<file path="src/rtl/pathfinder_pkg.sv">
// Shared pathfinder definitions: arg-min FSM states, the accelerator's
// "no distance" marker value, and default datapath widths.
package pathfinder_pkg;

  // Default widths, shared with the accelerator wrapper
  localparam int DEFAULT_DIST_WIDTH = 32;
  localparam int DEFAULT_ID_WIDTH   = 8;

  // Marker the accelerator emits for an unreachable/invalid distance
  localparam logic [31:0] DIST_INVALID = 32'hFFFF_FFFF;

  typedef enum logic [1:0] {
    IDLE   = 2'd0,
    ACTIVE = 2'd1,
    DONE   = 2'd2
  } argmin_state_t;

endpackage

</file>
<file path="src/rtl/dist_argmin.sv">
// Streaming arg-min over a batch of (distance, node id) pairs. Tracks the
// smallest valid (non-marker) distance and its id, then flags completion with
// a level interrupt that software acknowledges.
module dist_argmin
  import pathfinder_pkg::*;
#(
  parameter int DIST_WIDTH = DEFAULT_DIST_WIDTH,
  parameter int ID_WIDTH   = DEFAULT_ID_WIDTH
) (
  input  logic                  clk,
  input  logic                  rst,
  input  logic                  start,
  input  logic [ID_WIDTH-1:0]   batch_len,
  input  logic                  in_valid,
  output logic                  in_ready,
  input  logic [DIST_WIDTH-1:0] in_dist,
  input  logic [ID_WIDTH-1:0]   in_id,
  output logic                  busy,
  output logic [DIST_WIDTH-1:0] min_dist,
  output logic [ID_WIDTH-1:0]   min_id,
  output logic                  found,
  output logic [ID_WIDTH-1:0]   count,
  output logic                  done_irq,
  input  logic                  irq_ack
);

  // All-ones at the configured width; equals DIST_INVALID at the default width
  localparam logic [DIST_WIDTH-1:0] DIST_ALL_ONES = '1;

  argmin_state_t       state;
  logic [ID_WIDTH-1:0] len_latched;
  logic [ID_WIDTH-1:0] count_inc;
  logic                dist_is_invalid;
  logic                take_new_min;

  // Handshake and status come straight from the state register
  assign in_ready = (state == ACTIVE);
  assign busy     = (state == ACTIVE);

  assign count_inc       = count + ID_WIDTH'(1);
  assign dist_is_invalid = (in_dist == DIST_ALL_ONES);
  // Strict compare keeps the earliest pair on ties
  assign take_new_min    = !dist_is_invalid && (!found || (in_dist < min_dist));

  // Batch FSM with registered results and interrupt
  always_ff @(posedge clk or posedge rst) begin
    if (rst) begin
      state       <= IDLE;
      len_latched <= '0;
      min_dist    <= DIST_ALL_ONES;
      min_id      <= '0;
      found       <= 1'b0;
      count       <= '0;
      done_irq    <= 1'b0;
    end else begin
      // Acknowledge first so any set below in the same cycle wins
      if (irq_ack) begin
        done_irq <= 1'b0;
      end

      case (state)
        IDLE, DONE: begin
          if (start) begin
            len_latched <= batch_len;
            min_dist    <= DIST_ALL_ONES;
            min_id      <= '0;
            found       <= 1'b0;
            count       <= '0;
            if (batch_len == '0) begin
              // Nothing to consume: complete immediately
              state    <= DONE;
              done_irq <= 1'b1;
            end else begin
              state    <= ACTIVE;
              done_irq <= 1'b0;
            end
          end else if ((state == DONE) && irq_ack) begin
            state <= IDLE;
          end
        end

        ACTIVE: begin
          // start is ignored here; only transfers advance the batch
          if (in_valid) begin
            count <= count_inc;
            if (take_new_min) begin
              min_dist <= in_dist;
              min_id   <= in_id;
              found    <= 1'b1;
            end
            if (count_inc == len_latched) begin
              state    <= DONE;
              done_irq <= 1'b1;
            end
          end
        end

        default: begin
          state <= IDLE;
        end
      endcase
    end
  end

endmodule

</file>
<file path="config.mk">
export PLATFORM = sky130hd
export DESIGN_NAME = dist_argmin
export DESIGN_NICKNAME = d
export VERILOG_FILES = /design/src/rtl/pathfinder_pkg.sv /design/src/rtl/dist_argmin.sv
export SDC_FILE = /design/constraint.sdc
export NUM_CORES = 1
export LEC_CHECK = 0
export CORE_MARGIN = 3
export CORE_UTILIZATION = 30
export CTS_CLUSTER_SIZE = 12
export DETAILED_ROUTE_END_ITERATION = 8
export GPL_ROUTABILITY_DRIVEN = 0
export PLACE_DENSITY = 0.6
export SYNTH_ARGS = -nofsm -noshare
export SYNTH_HDL_FRONTEND = slang
export SYNTH_SLANG_ARGS = --single-unit
</file>
<file path="constraint.sdc">
create_clock -name clk -period 5.55 [get_ports clk]
set_input_delay 1.11 -clock clk [delete_from_list [all_inputs] [get_ports clk]]
set_output_delay 1.11 -clock clk [all_outputs]
set_load 0.01 [all_outputs]
</file>
==> results of run 1 <==
-- final cells by class --
type | count | area, sq um | area share [%]
Clock buffer | 11 | 243 | 4.74
Tap cell | 143 | 179 | 3.49
Timing Repair Buffer | 107 | 1060 | 20.8
Clock inverter | 5 | 75.1 | 1.47
Inverter | 42 | 158 | 3.08
Multi-Input combinational cell | 270 | 1860 | 36.4
Sequential cell | 60 | 1540 | 30.1
-- routing by layer --
| layer | track usage, % | wire length (um) | vias to the layer above | share of wire (%) |
|---|---|---|---|---|
| met1 | 18.7 | 4410 | 1445 | 46 |
| met2 | 23.8 | 4670 | 75 | 49 |
| met3 | 3.47 | 410 | 4 | 4.3 |
| li1 | - | - | 1533 | - |
| met5 | 0 | 0 | - | 0 |
| met4 | 2.06 | 39 | 0 | 0.41 |
-- power by group through the flow --
stage | Sequential [mW] | Clock (mW) | Combinational, mW
6_report | 0.848 | 0.596 | 1.32
5_1_grt | 0.879 | 0.632 | 1.48
4_1_cts | 0.852 | 0.607 | 1.35
3_5_place_dp | 0.856 | 0 | 1.34
3_3_place_gp | 0.853 | 0 | 1.31
2_1_floorplan | 0.913 | 0 | 0.767
-- placed cells by master (no fill, tap or decap), drive strengths merged, types with 4 or more instances in the layout --
| cell type | synthesis | final |
|---|---|---|
| o31ai | 6 | 6 |
| a21oi | 12 | 12 |
| o21ai | 16 | 16 |
| clkdlybuf4s50 | 0 | 104 |
| mux2i | 42 | 42 |
| nand2 | 47 | 47 |
| clkbuf | 7 | 11 |
| dfrtp | 28 | 28 |
| nor2b | 4 | 4 |
| nand3 | 10 | 10 |
| dfstp | 32 | 32 |
| xnor2 | 7 | 7 |
| nor2 | 44 | 44 |
| nand4 | 14 | 14 |
| inv | 42 | 42 |
| ha | 32 | 32 |
-- critical path, stage by stage --
cell	delay, ps
clkdlybuf4s50_1	460
ha_1	330
a21o_1	160
a21o_1	180
a221oi_2	230
o211ai_1	170
o31ai_4	1030
buf_4	530
mux2_4	330
-- state kept, by name, indices dropped and copies added, names as in the netlist --
| name | count |
|---|---|
| min_dist | 32 |
| count | 8 |
| len_latched | 8 |
| min_id | 8 |
| state | 2 |
| done_irq | 1 |
| found | 1 |
-- kinds of logic (layout without fill, tap and decap cells) --
logic type      count (synthesis)  after routing  share of synthesized area (%)
compound gates                 52             52                           9.52
xor+xnor                       10             10                           2.39
fa+ha+maj                      32             32                           10.9
buf+inv                        56            165                           7.16
flops                          60             60                           42.0
mux                            43             43                           11.9
simple gates                  133            133                           16.1
-- final timing paths --
check | from | to | slack (ps) | cells past startpoint
setup / recovery | in_dist[29] | found | 1200 | 9
hold / removal | min_dist[11] | min_dist[11] | 490 | 2
setup reg to reg | min_dist[29] | found | 1920 | 9
hold reg to reg | min_dist[11] | min_dist[11] | 490 | 2
max in group asynchronous | rst | found | 3700 | 3
min in group asynchronous | rst | min_id[1] | 1350 | 3
-- metrics by stage --
step                setup slack [ps]  instance area, sq um  util (%)  instances
finish                          1200                  5120      43.9        638
global route                     973                  5120      43.9        638
global placement                 846                  4810      41.2        622
floorplan                       2560                  3670         -        386
CTS                             1140                  5120      43.9        638
detailed placement               801                  4810      41.2        622
==> metrics.md, run 1 <==
| Metric | Value |
|---|---|
| Layout Nets | around 580 |
| Post-Synthesis Cells | around 390 |
| Tot Pwr | around 2.8 mW |
| Leakage power | about 2.4 nW |
| CTS Buffer Depth | 2 |
| Maximum fanout along the worst path | 23 |
| Worst Setup Start Kind | primary input |
| Minimum clock period | 4350 ps |
| Clock share of power | 21.5% |
| GRT Residual Overflow | 0 |
| Count leader, synth | nand2_1 |
| Seq cells post-synth | 60 |
| CP required | about 5800 ps |
| Top_reg_cell synth | dfstp_2 |
| Sequential power share | approximately 30% |
| VDD IR-drop max | between 0.00015 and 0.0002 V |
| Fin crit share | 78.4% |
| Setup Viol. Count Final | 0 |
| Number of max-cap violations | 0 |
| Status | complete, no violations |
| # rows | 39 |
| CTS H-tree depth | 3 |
| Vias in the first global route | about 3.1k |
| First-pass GRT wire length | between 15,000 and 20,000 um |
| Comb power frac | a little under half |
| CTS Buf Count | 9 |
| Average size of a mapped cell | ~9.5 sq um |
| Antenna diodes | 0 |
| Pin count of the biggest net entering global routing | 61 |
| RSZ-0062 raised after global routing | no |
| GRT Total Usage | around 14% |
| Clk Latency, worst-skew pair | approximately 320 ps |
| Vias | slightly above 3k |
| Die X | 117 um |
| Switch share | 35.2% |
| WL final | 9530 um |
| Detailed Route Iter0 Violations | approximately 130 |
| Share of layout cells above drive strength 1 | between 10% and 20% |
| P_int | about 1.8 mW |
| Post-CTS Setup Repair Bufs | 0 |
| Share of the synthesized area in the top cell type | between 20% and 30% |
| Worst Path Arrival | approximately 4600 ps |
| Commonest cells post-synth | 47 x nand2_1, 44 x nor2_1, 42 x inv_1, 42 x mux2i_1 |
| FILL cells | 1,139 |
| HPWL Detailed | just over 7000 um |
| # port buffers | ~100 |
| Routed Antenna Nets | 0 |
| Setup TNS | 0 ps |
| Hold crit path type | reg -> reg |
| WL/cell | about 15 um |
| Post-CTS Resized | 0 |
| 1st-pass router iterations | 4 |
| Async SR Flop Fraction | 100% |
| Drt drc | 0 |
| Layout Area Growth over Synthesis | 39.7% |
| Die height | around 120 um |
| Area contributors post-synth | dfstp_2 23%, dfrtp_1 19%, mux2i_1 11% |
| Register area share after synthesis | 42.0% |
| Net Switching | just under 1 mW |
| Fin. Hold Viols | 0 |
| Setup crit end kind | register |
| FMAX | 0.230 GHz |
| Clk root buf | clkbuf_16 |
| Critical path class | in -> reg |
| Initial antenna violation count | 0 |
| Top cell type by total area after synthesis | dfstp_2 |
| Clk_skew | 6.69 ps |
| Synth Cell Area | approximately 0.0037 sq mm |
| Number of distinct library cells after synthesis | ~40 |
| Fin. max-slew vios | 0 |
| Clock transition at the registers of the reported paths | ~60 ps |
| Vias per cell | between 4 and 5 |
| Core Footprint | 0.0117 sq mm |
| Die Area | roughly 0.014 sq mm |
| Worst-Margin Slew | around 1200 ps |
| Post-synth EDFFs | 0 |
| Ports | roughly 110 |
| Ys Warns | 0 |
| Syn Nets | between 400 and 500 |
| TritonCTS clock tree | done |
| Slew HR | approximately 20% |
| Clock Sinks | 60 |
| Pwr dens | 540 mW/mm^2 |
| Hold_ws | approximately 490 ps |
| Starting Density | 31.5% |
| CTS Hold Bufs | 0 |
(Power assumes the default switching activity.)
==> run 2: changes to the inputs <==
--- a/config.mk
+++ b/config.mk
@@ -10,7 +10,7 @@
 export CTS_CLUSTER_SIZE = 12
 export DETAILED_ROUTE_END_ITERATION = 8
 export GPL_ROUTABILITY_DRIVEN = 0
-export PLACE_DENSITY = 0.6
+export PLACE_DENSITY = 0.62
 export SYNTH_ARGS = -nofsm -noshare
 export SYNTH_HDL_FRONTEND = slang
 export SYNTH_SLANG_ARGS = --single-unit
==> constraint.sdc (replaced) <==
create_clock -name clk -period 3.5 [get_ports clk]
set_input_delay 0.7 -clock clk [delete_from_list [all_inputs] [get_ports clk]]
set_output_delay 0.7 -clock clk [all_outputs]
set_load 0.01 [all_outputs]
==> metrics.md, run 2 (synthesis results as in run 1) <==
| Metric | Value |
|---|---|
| WL/cell | 15.0 um (+0.48%) |
| Most frequent cells in the layout | 104 x clkdlybuf4s50_1, 47 x nand2_1, 44 x nor2_1 |
| Pwr dens | 849 mW/mm^2 (+57%) |
| GRT Residual Overflow | 0 (unchanged) |
| Fin crit share | roughly 80% |
| Design Area, Final | 0.00517 sq mm (+0.95%) |
| Comb power frac | 48.9% (+1.1 points) |
| Critical path class | in -> reg |
| Fin. max-slew vios | 0 (unchanged) |
| GRT Total Usage | 14.9% (+0.80 points) |
| CTS Hold Bufs | 0 (unchanged) |
| # port buffers | 104 (unchanged) |
| Fin. Hold Viols | 0 (unchanged) |
| Clk_skew | 7.12 ps (+0.431 ps) |
| Vias | 3,131 (+2.4%) |
| Detailed Route Iter0 Violations | 123 (-1.6%) |
| Most common cell after layout, fill and taps aside | clkdlybuf4s50_1 |
| 1st-pass router iterations | 4 (unchanged) |
| Worst hold endpoint | min_dist[8] |
| Number of max-cap violations | 0 (unchanged) |
| Antenna diodes | 0 (unchanged) |
| Clk root buf | clkbuf_16 |
| Post-Place Cell Area | 0.00487 sq mm (+1.4%) |
| Routed Antenna Nets | 0 (unchanged) |
| Layout Area Growth over Synthesis | 41.0% |
| Drt drc | 0 (unchanged) |
| Die height | 117 um (unchanged) |
| WHS Path Cells | 2 (unchanged) |
| Core Footprint | 0.0117 sq mm (unchanged) |
| CTS Buf Count | 9 (unchanged) |
| R2R Path End | min_dist[20] |
| P_int | 2.79 mW (+55%) |
| Top reg by flops | min_dist |
| Initial antenna violation count | 0 (unchanged) |
| Die X | 117 um (unchanged) |
| Flop2flop setup slack | 920 ps (-1000 ps) |
| Slew HR | 59.4% (+39 points) |
| FMAX | about 0.35 GHz |
| Max reg flops | 32 (unchanged) |
| Worst Reg-to-Reg Cells | 9 (unchanged) |
| Leakage power | 2.40 nW (+0.93%) |
| Vias per cell | 4.85 (+1.3%) |
| RSZ-0062 raised after global routing | no |
| Setup Viol. Count Final | 0 (unchanged) |
| Worst Setup Start Kind | primary input |
| Die Area | 0.0136 sq mm (unchanged) |
| Hold_ws | 494 ps (-0.228 ps) |
| Clock Sinks | 60 (unchanged) |
| CP required | 3750 ps (-2000 ps) |
| Starting Density | 31.5% (unchanged) |
| Clk Latency, worst-skew pair | 330 ps (about the same) |
| Pin count of the biggest net entering global routing | 36 (-41%) |
| Reg-to-reg startpoint | min_dist[29] |
| # rows | 39 (unchanged) |
| Net Switching | 1.61 mW (+65%) |
| Status | complete, no violations |
| Clock share of power | 20.4% (-1.1 points) |
| TritonCTS clock tree | done |
| Switch share | 36.6% (+1.4 points) |
| First-pass GRT wire length | 15,800 um (+3.6%) |
| WL final | 9680 um (+1.6%) |
| Worst Path Arrival | 3090 ps (-1460 ps) |
| Maximum fanout along the worst path | 34 (+48%) |
| Worst-Margin Slew | 593 ps (-603 ps) |
| Worst Setup Slack, final | 651 ps (-546 ps) |
| Hold crit path type | reg -> reg |
| Fin util | 44.4% (+0.42 points) |
| Setup crit end kind | register |
| Setup TNS | 0 ps (unchanged) |
| Tot Pwr | 4.39 mW (+59%) |
| CTS H-tree depth | 3 (unchanged) |
| Non-filler cells, final | 645 (+1.1%) |
| HPWL Detailed | 7600 um (+5.1%) |
| VDD IR-drop max | 0.000288 V (+45%) |
| CTS Buffer Depth | 2 (unchanged) |
| Post-CTS Setup Repair Bufs | 0 (unchanged) |
| Post-place setup slack | 303 ps (-498 ps) |
| Share of layout cells above drive strength 1 | 12.4% (+1.4 points) |
| Clock transition at the registers of the reported paths | 60 ps (about the same) |
| Hold_sp | min_dist[8] |
| Post-CTS Resized | 0 (unchanged) |
| Layout Nets | 582 (+1.2%) |
| Minimum clock period | about 2800 ps |
| Inst Count DP | 629 (+1.1%) |
| Sequential power share | 30.7% (about the same) |
| Vias in the first global route | 3,202 (+3.3%) |
| Ports | 105 (unchanged) |
==> run 2: final cells by class <==
cell class | instances | area [sq um]
clock inverters | 7 | 76.3
flip-flops and latches | 60 | 1540
well taps | 143 | 179
repair buffers | 114 | 1130
inverters | 42 | 158
clock buffers | 9 | 225
fillers | 1127 | 6490
multi-input cells | 270 | 1860
==> run 2: how the worst max path moves through the flow <==
stage           startpoint      endpoint  slack, ps  depth (start not counted)
2_1_floorplan  in_dist[29]         found        920                          7
3_3_place_gp   in_dist[29]         found        340                          9
3_5_place_dp   in_dist[29]         found        300                          9
4_1_cts        in_dist[29]         found        640                          9
5_1_grt        in_dist[29]  min_dist[13]        520                          9
6_report       in_dist[29]  min_dist[20]        650                          9
==> run 2: power groups by stage <==
| stage | Combinational (mW) | Clock, mW | Sequential [mW] |
|---|---|---|---|
| floorplan | 1.22 | 0 | 1.45 |
| global placement | 2.13 | 0 | 1.35 |
| detailed placement | 2.17 | 0 | 1.36 |
| CTS | 2.18 | 0.914 | 1.36 |
| global route | 2.40 | 0.947 | 1.39 |
| finish | 2.15 | 0.897 | 1.35 |
==> run 2: per-layer routing <==
layer,routed length [um],up-vias,share of wire [%],track usage [%]
li1,-,1551,-,-
met1,4380,1491,45,19.0
met2,4730,75,49,24.9
met3,464,14,4.8,3.37
met4,116,0,1.2,4.97
met5,0,-,0,0
==> run 2: worst max-delay path, cell delays in order <==
cell and delay [ps]:
clkdlybuf4s50_1 450, ha_1 330, a21o_1 160, a21o_1 180, a221oi_2 200, o211ai_1 170, o31ai_4 330, buf_12 290
mux2i_1 260
